## src/rtl/cpu_pkg.sv

```systemverilog
// Shared CPU types: instruction-address/word widths and the fetch buffer entry.
package cpu_pkg;

  localparam int IADDR_W = 9;
  localparam int INSTR_W = 32;

  typedef struct packed {
    logic [INSTR_W-1:0] instr;
    logic [IADDR_W-1:0] pc;
  } fifo_entry_t;

  // Word-address increment; 511 wraps to 0 through the natural width.
  function automatic logic [IADDR_W-1:0] pc_next(input logic [IADDR_W-1:0] pc);
    return pc + 1'b1;
  endfunction

endpackage

```

## src/rtl/ifetch_unit_if.sv

```systemverilog
// Fetch-unit bus: instruction-cache port, fetch-to-decode handshake and redirect.
interface ifetch_unit_if;
  import cpu_pkg::*;

  logic [IADDR_W-1:0] addr;
  logic [INSTR_W-1:0] instr;
  // Transfer happens on a rising edge where if_valid && id_ready; if_valid never
  // waits on id_ready, and if_instr/if_pc stay stable while if_valid && !id_ready.
  logic               if_valid;
  logic [INSTR_W-1:0] if_instr;
  logic [IADDR_W-1:0] if_pc;
  logic               id_ready;
  logic               redirect_valid;
  logic [IADDR_W-1:0] redirect_pc;
  logic               halted;

  modport master (
    output addr, if_valid, if_instr, if_pc, halted,
    input  instr, id_ready, redirect_valid, redirect_pc
  );

  modport slave (
    input  addr, if_valid, if_instr, if_pc, halted,
    output instr, id_ready, redirect_valid, redirect_pc
  );

endinterface

```

## src/rtl/ifetch_fifo.sv

```systemverilog
// Two-entry fetch buffer with synchronous flush; flush wins over push and pop.
module ifetch_fifo
  import cpu_pkg::*;
(
  input  logic        clk,
  input  logic        rst_n,
  input  logic        i_flush,
  input  logic        i_push,
  input  fifo_entry_t i_push_data,
  input  logic        i_pop,
  output fifo_entry_t o_head,
  output logic [1:0]  o_count
);

  fifo_entry_t r_mem [2];
  logic        r_wr_ptr;
  logic        r_rd_ptr;
  logic [1:0]  r_count;
  logic        w_do_pop;

  assign w_do_pop = i_pop && (r_count != 2'd0);

  always_ff @(posedge clk or negedge rst_n) begin
    if (!rst_n) begin
      r_mem[0] <= '0;
      r_mem[1] <= '0;
      r_wr_ptr <= 1'b0;
      r_rd_ptr <= 1'b0;
      r_count  <= 2'd0;
    end else if (i_flush) begin
      r_wr_ptr <= 1'b0;
      r_rd_ptr <= 1'b0;
      r_count  <= 2'd0;
    end else begin
      if (i_push) begin
        r_mem[r_wr_ptr] <= i_push_data;
        r_wr_ptr        <= ~r_wr_ptr;
      end
      if (w_do_pop) r_rd_ptr <= ~r_rd_ptr;
      case ({i_push, w_do_pop})
        2'b10:   r_count <= r_count + 2'd1;
        2'b01:   r_count <= r_count - 2'd1;
        default: r_count <= r_count;
      endcase
    end
  end

  assign o_head  = r_mem[r_rd_ptr];
  assign o_count = r_count;

endmodule

```

## src/rtl/ifetch_unit.sv

```systemverilog
// Single-issue instruction fetch with 2-entry buffer, redirect and halt address.
// Define IFETCH_PERF_EN to add the perf_fetched / perf_stall counters.
module ifetch_unit
  import cpu_pkg::*;
#(
  parameter logic [IADDR_W-1:0] RESET_PC  = 9'd0,
  parameter logic [IADDR_W-1:0] HALT_ADDR = 9'd249
) (
  input  logic         clk,
  input  logic         rst_n,
`ifdef IFETCH_PERF_EN
  output logic [31:0]  perf_fetched,
  output logic [31:0]  perf_stall,
`endif
  ifetch_unit_if.master bus
);

  logic [IADDR_W-1:0] r_pc;
  logic [IADDR_W-1:0] r_inflight_pc;
  logic               r_inflight;
  logic               r_halted;

  logic [1:0]  w_count;
  logic [2:0]  w_occ;
  logic        w_valid;
  logic        w_pop;
  logic        w_room;
  logic        w_would_issue;
  logic        w_issue;
  fifo_entry_t w_head;
  fifo_entry_t w_push_data;

  assign w_valid = (w_count != 2'd0);
  assign w_pop   = w_valid && bus.id_ready;

  // A pop this cycle frees its slot before the next push lands, which is what
  // lets the unit sustain one instruction per cycle with only two entries.
  assign w_occ         = {1'b0, w_count} + {2'b00, r_inflight} - {2'b00, w_pop};
  assign w_room        = (w_occ < 3'd2);
  assign w_would_issue = !r_halted && !bus.redirect_valid && w_room;
  assign w_issue       = w_would_issue && (r_pc != HALT_ADDR);

  assign w_push_data = '{instr: bus.instr, pc: r_inflight_pc};

  always_ff @(posedge clk or negedge rst_n) begin
    if (!rst_n) begin
      r_pc          <= RESET_PC;
      r_inflight    <= 1'b0;
      r_inflight_pc <= '0;
      r_halted      <= 1'b0;
    end else if (bus.redirect_valid) begin
      r_pc       <= bus.redirect_pc;
      r_inflight <= 1'b0;
      r_halted   <= 1'b0;
    end else begin
      r_inflight <= w_issue;
      if (w_issue) begin
        r_inflight_pc <= r_pc;
        r_pc          <= pc_next(r_pc);
      end
      if (w_would_issue && (r_pc == HALT_ADDR)) r_halted <= 1'b1;
    end
  end

  ifetch_fifo u_fifo (
    .clk         (clk),
    .rst_n       (rst_n),
    .i_flush     (bus.redirect_valid),
    .i_push      (r_inflight),
    .i_push_data (w_push_data),
    .i_pop       (w_pop),
    .o_head      (w_head),
    .o_count     (w_count)
  );

  assign bus.addr     = r_pc;
  assign bus.if_valid = w_valid;
  assign bus.if_instr = w_head.instr;
  assign bus.if_pc    = w_head.pc;
  assign bus.halted   = r_halted;

`ifdef IFETCH_PERF_EN
  logic [31:0] r_perf_fetched;
  logic [31:0] r_perf_stall;

  always_ff @(posedge clk or negedge rst_n) begin
    if (!rst_n) begin
      r_perf_fetched <= '0;
      r_perf_stall   <= '0;
    end else begin
      if (w_pop && (r_perf_fetched != '1)) r_perf_fetched <= r_perf_fetched + 32'd1;
      if (w_valid && !bus.id_ready && (r_perf_stall != '1)) r_perf_stall <= r_perf_stall + 32'd1;
    end
  end

  assign perf_fetched = r_perf_fetched;
  assign perf_stall   = r_perf_stall;
`endif

endmodule

```

## src/flat_wrapper.sv

```systemverilog
// flat-port wrapper written by rule: the top's interface ports become plain ports
module ifetch_unit_flat import cpu_pkg::*;
#(
  parameter logic [IADDR_W-1:0] RESET_PC  = 9'd0,
  parameter logic [IADDR_W-1:0] HALT_ADDR = 9'd249
)
  (clk, rst_n, bus_addr, bus_if_valid, bus_if_instr, bus_if_pc, bus_halted, bus_instr, bus_id_ready, bus_redirect_valid, bus_redirect_pc);
  ifetch_unit_if bus_i ();
  input  logic clk;
  input  logic rst_n;
  output wire logic [$bits(bus_i.addr)-1:0] bus_addr;
  output wire logic [$bits(bus_i.if_valid)-1:0] bus_if_valid;
  output wire logic [$bits(bus_i.if_instr)-1:0] bus_if_instr;
  output wire logic [$bits(bus_i.if_pc)-1:0] bus_if_pc;
  output wire logic [$bits(bus_i.halted)-1:0] bus_halted;
  input wire logic [$bits(bus_i.instr)-1:0] bus_instr;
  input wire logic [$bits(bus_i.id_ready)-1:0] bus_id_ready;
  input wire logic [$bits(bus_i.redirect_valid)-1:0] bus_redirect_valid;
  input wire logic [$bits(bus_i.redirect_pc)-1:0] bus_redirect_pc;
  assign bus_addr = bus_i.addr;
  assign bus_if_valid = bus_i.if_valid;
  assign bus_if_instr = bus_i.if_instr;
  assign bus_if_pc = bus_i.if_pc;
  assign bus_halted = bus_i.halted;
  assign bus_i.instr = bus_instr;
  assign bus_i.id_ready = bus_id_ready;
  assign bus_i.redirect_valid = bus_redirect_valid;
  assign bus_i.redirect_pc = bus_redirect_pc;
  ifetch_unit #(.RESET_PC(RESET_PC), .HALT_ADDR(HALT_ADDR)) u_core (.clk(clk), .rst_n(rst_n), .bus(bus_i));
endmodule
```

## config.mk

```make
export PLATFORM = sky130hd
export DESIGN_NAME = ifetch_unit_flat
export DESIGN_NICKNAME = d
export VERILOG_FILES = /design/src/rtl/cpu_pkg.sv /design/src/rtl/ifetch_unit_if.sv /design/src/rtl/ifetch_fifo.sv /design/src/rtl/ifetch_unit.sv /design/src/flat_wrapper.sv
export SDC_FILE = /design/constraint.sdc
export NUM_CORES = 1
export LEC_CHECK = 0
export BUFFER_PORTS_ARGS = -buffer_cell sky130_fd_sc_hd__buf_4
export CELL_PAD_IN_SITES_DETAIL_PLACEMENT = 2
export CELL_PAD_IN_SITES_GLOBAL_PLACEMENT = 2
export CORE_MARGIN = 3
export CORE_UTILIZATION = 34
export CTS_CLUSTER_SIZE = 40
export DETAILED_ROUTE_END_ITERATION = 10
export PLACE_DENSITY = 0.72
export SYNTH_ARGS = -nofsm -noshare
export SYNTH_HDL_FRONTEND = slang
export SYNTH_SLANG_ARGS = --single-unit
```

## constraint.sdc

```tcl
create_clock -name clk -period 2.9 [get_ports clk]
set_input_delay 0.435 -clock clk [delete_from_list [all_inputs] [get_ports clk]]
set_output_delay 0.435 -clock clk [all_outputs]
set_load 0.05 [all_outputs]
```

# After elaboration in Yosys (flattened, before gate mapping)
# Index checks and enable logic that the tools add are counted.
# W data, S select, Z words.
# op_classes
magnitude_cmp,4
muxes,17
addsub,5
reduce_logical,17
bitwise_logic,5
n_eq_ne,4
# ops
operator,count
$mux W41,4
$bwmux W82,1
$demux W41 S1,1
$mux W9,2
$reduce_bool A2 Y1,5
$add A9 B1 Y9 const B,1
$eq A9 B8 Y1 const B,1
$ne A9 B8 Y1 const B,1
$logic_and A1 B1 Y1,7
$mux W1,7
$ge A2 B2 Y1 const B,2
$not A1 Y2,2
$pmux W2 S2,1
$reduce_and A2 Y1,2
$add A2 B1 Y3,1
$lt A3 B2 Y1 const B,1
$not A1 Y1,3
$reduce_bool A3 Y1,1
$sub A3 B1 Y3,1
$add A2 B1 Y2 const B,1
$eq A2 B1 Y1 const B,1
$eq A2 B2 Y1 const B,1
$logic_not A1 Y1,2
$lt A2 B1 Y1 const B,1
2 further kinds,2
# totals
in_bits,45
elab_cells,63
output_inout_bits,52
reg_bits,106

# Depth between registers and ports, before layout
# depth
ltp_word,8
mapped_depth,12
mapped_depth_nobuf,10

# By module
# A second synthesis with hierarchy kept.
# hier_totals
hier_cells,338
hier_area_um2,4833.4
# modules_own_cells
mod,area_each_um2,n_inst,cells_each,seq_area_each_um2
ifetch_fifo,3774.9,1,239,2152.1
ifetch_unit,1058.5,1,99,500.5

# Least setup slack after synthesis
# Ideal clock, no wire load.
# synth_timing
path_kind,register to register
start,"register u_core.u_fifo.r_count[1], in the netlist u_core.u_fifo.o_count[1]"
end,register u_core.r_inflight_pc[4]
period_less_slack_ns,3.303
stages_incl_launch_ff,13
path_buffers,2
setup_time_ns,0.125
arrival_ns,3.178
required_time_ns,2.775
slack_ns,-0.403
path_cell_list,dfrtp_1 -> or2_2 -> nand2_1 -> inv_1 -> ha_1 -> nand2b_1 -> fa_1 -> xor2_1 -> or4b_4 -> buf_6 -> nor2_8 -> buf_12 -> mux2_4
# synth_via
elab_chain_cells,7
elab_cells_between_ends,8
classes_between,2 x add/sub; 1 x order compare; 5 x reduce/logical
# synth_rtl
element,line_no,source
from (decl),ifetch_fifo.sv:18,logic [1:0] r_count;
from (signal assigned),ifetch_fifo.sv:41,2'b10: r_count <= r_count + 2'd1;
from (signal assigned),ifetch_fifo.sv:42,2'b01: r_count <= r_count - 2'd1;
from (signal assigned),ifetch_fifo.sv:43,default: r_count <= r_count;
$reduce_bool A2 Y1,ifetch_unit.sv:33,assign w_valid = (w_count != 2'd0);
via bus_if_valid,flat_wrapper.sv:12,output wire logic [$bits(bus_i.if_valid)-1:0] bus_if_valid;
$logic_and A1 B1 Y1,ifetch_unit.sv:34,assign w_pop = w_valid && bus.id_ready;
$sub A3 B1 Y3,ifetch_unit.sv:38,"assign w_occ = {1'b0, w_count} + {2'b00, r_inflight} - {2'b00, w_pop};"
$lt A3 B2 Y1,ifetch_unit.sv:39,assign w_room = (w_occ < 3'd2);
$logic_and A1 B1 Y1,ifetch_unit.sv:40,assign w_would_issue = !r_halted && !bus.redirect_valid && w_room;
$logic_and A1 B1 Y1,ifetch_unit.sv:41,assign w_issue = w_would_issue && (r_pc != HALT_ADDR);
$reduce_and A2 Y1 (no source line),--,
to (signal assigned),ifetch_unit.sv:58,r_inflight_pc <= r_pc;
to (decl),ifetch_unit.sv:19,logic [IADDR_W-1:0] r_inflight_pc;
# The timed path passes the listed nets, and every way through them passes these cells.
# A chain may end at the register's enable or synchronous reset.

# Worst setup path in the final report
# layout_timing
start,"register u_core.u_fifo.r_count[0], in the netlist u_core.u_fifo.o_count[0]"
end,register u_core.r_inflight_pc[5]
# layout_via
elab_chain_cells,7
elab_cells_between_ends,8
classes_between,2 x add/sub; 1 x order compare; 5 x reduce/logical
# layout_rtl
element,line_no
branches (longest 2 deep; another with $add A2 B1 Y3),--
$sub A3 B1 Y3 *,ifetch_unit.sv:38
$lt A3 B2 Y1 *,ifetch_unit.sv:39
$logic_and A1 B1 Y1 *,ifetch_unit.sv:40
$logic_and A1 B1 Y1 *,ifetch_unit.sv:41
$reduce_and A2 Y1 (no source line) *,--
# Mark *: on every way between the ends.

==> PnR_summary.wiki <==
{| class="wikitable"
! Metric !! Value
|-
| Detailed placer's ending HPWL || 8.30 mm
|-
| Avg Vias per Cell || approximately 5
|-
| Detailed-routing iteration count for the pre-antenna-repair pass || 4
|-
| Cells traversed along the worst timing path || or2_4 -> nand2_4 -> inv_2 -> ha_4 -> nand2b_4 -> fa_2 -> xor2_2 -> or4b_4 -> nor2_4 -> mux2_4
|-
| Clock insertion delay at the later pin of the skew report || around 350 ps
|-
| Layout filler cell count || about 1400
|-
| Worst min path class || input port to asynchronous set/reset pin
|-
| Clock skew || about 4.5 ps
|-
| CTS tree || yes
|-
| Critical path required time || between 3000 and 4000 ps
|-
| Unique masters post-synth || 43
|-
| Total core area || around 14000 sq um
|-
| Synthesis warning total || 0
|-
| Combined global-route utilization of all metal layers || between 15 and 20%
|-
| Fmax || 0.349 GHz
|-
| Slowest stage delay, CP || between 500 and 600 ps
|-
| Routability-driven placement congestion ratio || between 0.7 and 0.8
|-
| Headroom to the max-slew limit || approximately 54%
|-
| Iteration-0 DRC Markers || roughly 120
|-
| Starting Density || 34.9%
|-
| Count leader, synth || sky130_fd_sc_hd__mux2_2
|-
| Area growth, synth to finish || 27.6%
|-
| Clock buffer depth || 2
|-
| Arrival @ worst endpoint || between 3000 and 4000 ps
|-
| Multi-input logic area || 2130 sq um
|-
| Syn nets || 394
|-
| # H-tree levels || 3
|-
| CP Max Fanout || 5
|-
| Critical path endpoint category || flip-flop
|-
| Count of boundary I/O pins || 97
|-
| Antenna violations before repair || 0
|-
| DR DRC count || 0
|-
| Share of the cycle needed by the critical path after routing || a little over nine tenths
|-
| Count of standard-cell rows || 43
|-
| Post-CTS clock slew at the launch and capture registers of the worst setup and hold paths || 70 ps
|-
| Share of synthesized registers carrying an async set or reset || 100%
|-
| Worst slack at placement || around 43 ps
|-
| CP max-delay cell || sky130_fd_sc_hd__or4b_4
|-
| Final hold vios || 0
|-
| Largest net degree at the start of global routing || 52
|-
| Final WS setup || roughly 38 ps
|-
| Cts hold-fix bufs || 0
|-
| WL final || between 10 and 15 mm
|-
| Library cell with the largest summed area after synthesis || sky130_fd_sc_hd__dfrtp_1
|-
| Main area contributors after synthesis || sky130_fd_sc_hd__dfrtp_1 54%, sky130_fd_sc_hd__mux2_2 30%, sky130_fd_sc_hd__ha_1 1.3%
|-
| Final #Nets || ~500
|-
| Number of standard cells after synthesis || 343
|-
| Average wire length per cell after detail routing || 19.7 um
|-
| Count of buffers inserted at the top-level ports || between 90 and 100
|-
| Total congestion overflow after global routing || 0
|-
| Via count of the first global-routing pass || about 3600
|-
| Critical path class || flip-flop to flip-flop
|-
| Antenna cells || 0
|-
| Number of sinks handled by clock tree synthesis || 106
|-
| First-pass GRT wire length || between 20 and 25 mm
|-
| Unrepaired setup endpoints after global routing || true
|-
| Finished layout cell area || approximately 6200 sq um
|-
| Post-Synthesis Cell Area || ~5000 sq um
|-
| Transition time at the pin with the least slew margin || slightly below 700 ps
|-
| Total cell area at the placement stage || 5870 sq um
|-
| Proportion of layout cells with a drive suffix above 1 || approximately 60%
|-
| Cell chosen for the clock root || sky130_fd_sc_hd__clkbuf_16
|-
| Synth cell count leaders || 128 x sky130_fd_sc_hd__mux2_2, 106 x sky130_fd_sc_hd__dfrtp_1, 10 x sky130_fd_sc_hd__inv_1, 9 x sky130_fd_sc_hd__nand2_1, 8 x sky130_fd_sc_hd__clkbuf_1
|-
| Number of synthesized register bits || ~110
|-
| Clock period minus worst slack || roughly 2900 ps
|-
| Count of antenna-violating nets left after detailed routing || 0
|-
| Sequential Area || 2650 sq um
|-
| Overall die area || roughly 16000 sq um
|-
| Share of the synthesized area in the top cell type || between 50 and 60%
|-
| Sequential area share after synthesis || around 54%
|-
| Max-Cap Viols || 0
|-
| Internal reg-to-reg setup slack || ~38 ps
|-
| Number of enable flip-flop cells after synthesis || 0
|-
| Setup crit start kind || flip-flop
|-
| Post-Synthesis Mean Instance Area || 14.2 sq um
|-
| Run status || complete, no violations
|-
| CTS Buf Count || 9
|-
| Max-slew violations || 0
|-
| Vert. Die Dim || about 130 um
|-
| Overall via count from detail_route || 3168
|-
| Die W || 126 um
|-
| Final setup viols || 0
|-
| Leading register cell type out of synthesis || sky130_fd_sc_hd__dfrtp_1
|}
[registers in the layout, summed over array words and instances (netlist names)]
name and cells:
u_core.u_fifo.r_mem 82, u_core.u_fifo.r_rd_ptr 1, u_core.u_fifo.r_wr_ptr 1, u_core.bus.addr 9
u_core.r_inflight_pc 9, u_core.u_fifo.o_count 2, u_core.r_inflight 1, u_core.bus.halted 1
[through the flow]
step,util [%],TNS (ps),instances,hold slack [ps]
2_1_floorplan,-,-716,343,139
4_1_cts,44.4,0,628,156
6_report,44.6,0,630,129
5_1_grt,44.6,-245,630,172
3_3_place_gp,42.1,0,612,481
3_5_place_dp,42.1,0,612,491
[worst paths after layout]
kind	startpoint	end	cells past startpoint
worst max-delay path	u_core.u_fifo.o_count[0]$_DFFE_PN0P_	u_core.r_inflight_pc[5]$_DFFE_PN0P_	10
worst min-delay path	rst_n	u_core.u_fifo.r_mem[15]$_DFFE_PN0P_	1
worst max register to register	u_core.u_fifo.o_count[0]$_DFFE_PN0P_	u_core.r_inflight_pc[5]$_DFFE_PN0P_	10
worst min register to register	u_core.u_fifo.r_mem[35]$_DFFE_PN0P_	u_core.u_fifo.r_mem[35]$_DFFE_PN0P_	1
max in group asynchronous	rst_n	u_core.bus.addr[1]$_DFFE_PN0P_	2
min in group clk	bus_redirect_pc[8]	u_core.bus.addr[8]$_DFFE_PN0P_	2
[placed cells by master, fill, tap and decap left out, types with 4 or more instances in the layout]
cell,n
sky130_fd_sc_hd__o211ai_1,4
sky130_fd_sc_hd__ha_1,4
sky130_fd_sc_hd__buf_4,107
sky130_fd_sc_hd__nand2_1,8
sky130_fd_sc_hd__inv_1,9
sky130_fd_sc_hd__nor2_1,6
sky130_fd_sc_hd__mux2_2,127
sky130_fd_sc_hd__clkbuf_16,9
sky130_fd_sc_hd__mux2_4,5
sky130_fd_sc_hd__nor3_1,4
sky130_fd_sc_hd__nand3b_1,4
sky130_fd_sc_hd__dfrtp_1,105
sky130_fd_sc_hd__o311ai_0,4
[cell type report]
cell class                      instances  area share [%]
Tap cell                              180            3.62
Clock buffer                           11            3.91
Multi-Input combinational cell        209            34.3
Clock inverter                          5            1.25
Inverter                               10           0.604
Sequential cell                       106            42.7
Timing Repair Buffer                  109            13.6
[worst max-delay path, delay by kind of cell, from the launching register on]
family                   cells  cell delay, ps
XOR/XNOR                     1             170
adder cells (fa/ha/maj)      2             550
buffers and inverters        1              50
flip-flops                   1             380
multiplexers                 1             320
AND/OR/NAND/NOR              5            1290
[cells by family (layout without fill, tap and decap cells)]
group | Yosys count | after routing | synth area share (%)
adder cells (fa/ha/maj) | 6 | 6 | 1.70
multiplexers | 132 | 132 | 30.8
flip-flops | 106 | 106 | 54.5
buffers and inverters | 29 | 135 | 3.03
XOR/XNOR | 5 | 5 | 0.899
AND/OR/NAND/NOR | 42 | 43 | 5.37
AO/OA/AOI/OAI | 23 | 23 | 3.68
[timing repair]
| item | CTS | global route |
|---|---|---|
| endpoints found under the setup margin | 0 | 8 |
| buffers inserted | 0 | 1 |
| hold endpoints to repair | 0 | 0 |
| gates resized for setup | 0 | 2 |
[per-layer routing]
| metal | vias up | share of wire [%] | wire (um) | track usage [%] |
|---|---|---|---|---|
| met4 | 0 | 1.1 | 133 | 5.48 |
| met1 | 1667 | 42 | 5190 | 20.2 |
| met3 | 13 | 2.6 | 325 | 2.25 |
| met5 | - | 0 | 0 | 0 |
| met2 | 50 | 54 | 6740 | 28.9 |
| li1 | 1438 | - | - | - |
Power is not shown: default switching activity piles up to over one toggle a cycle in this logic, so the estimate is an artifact.
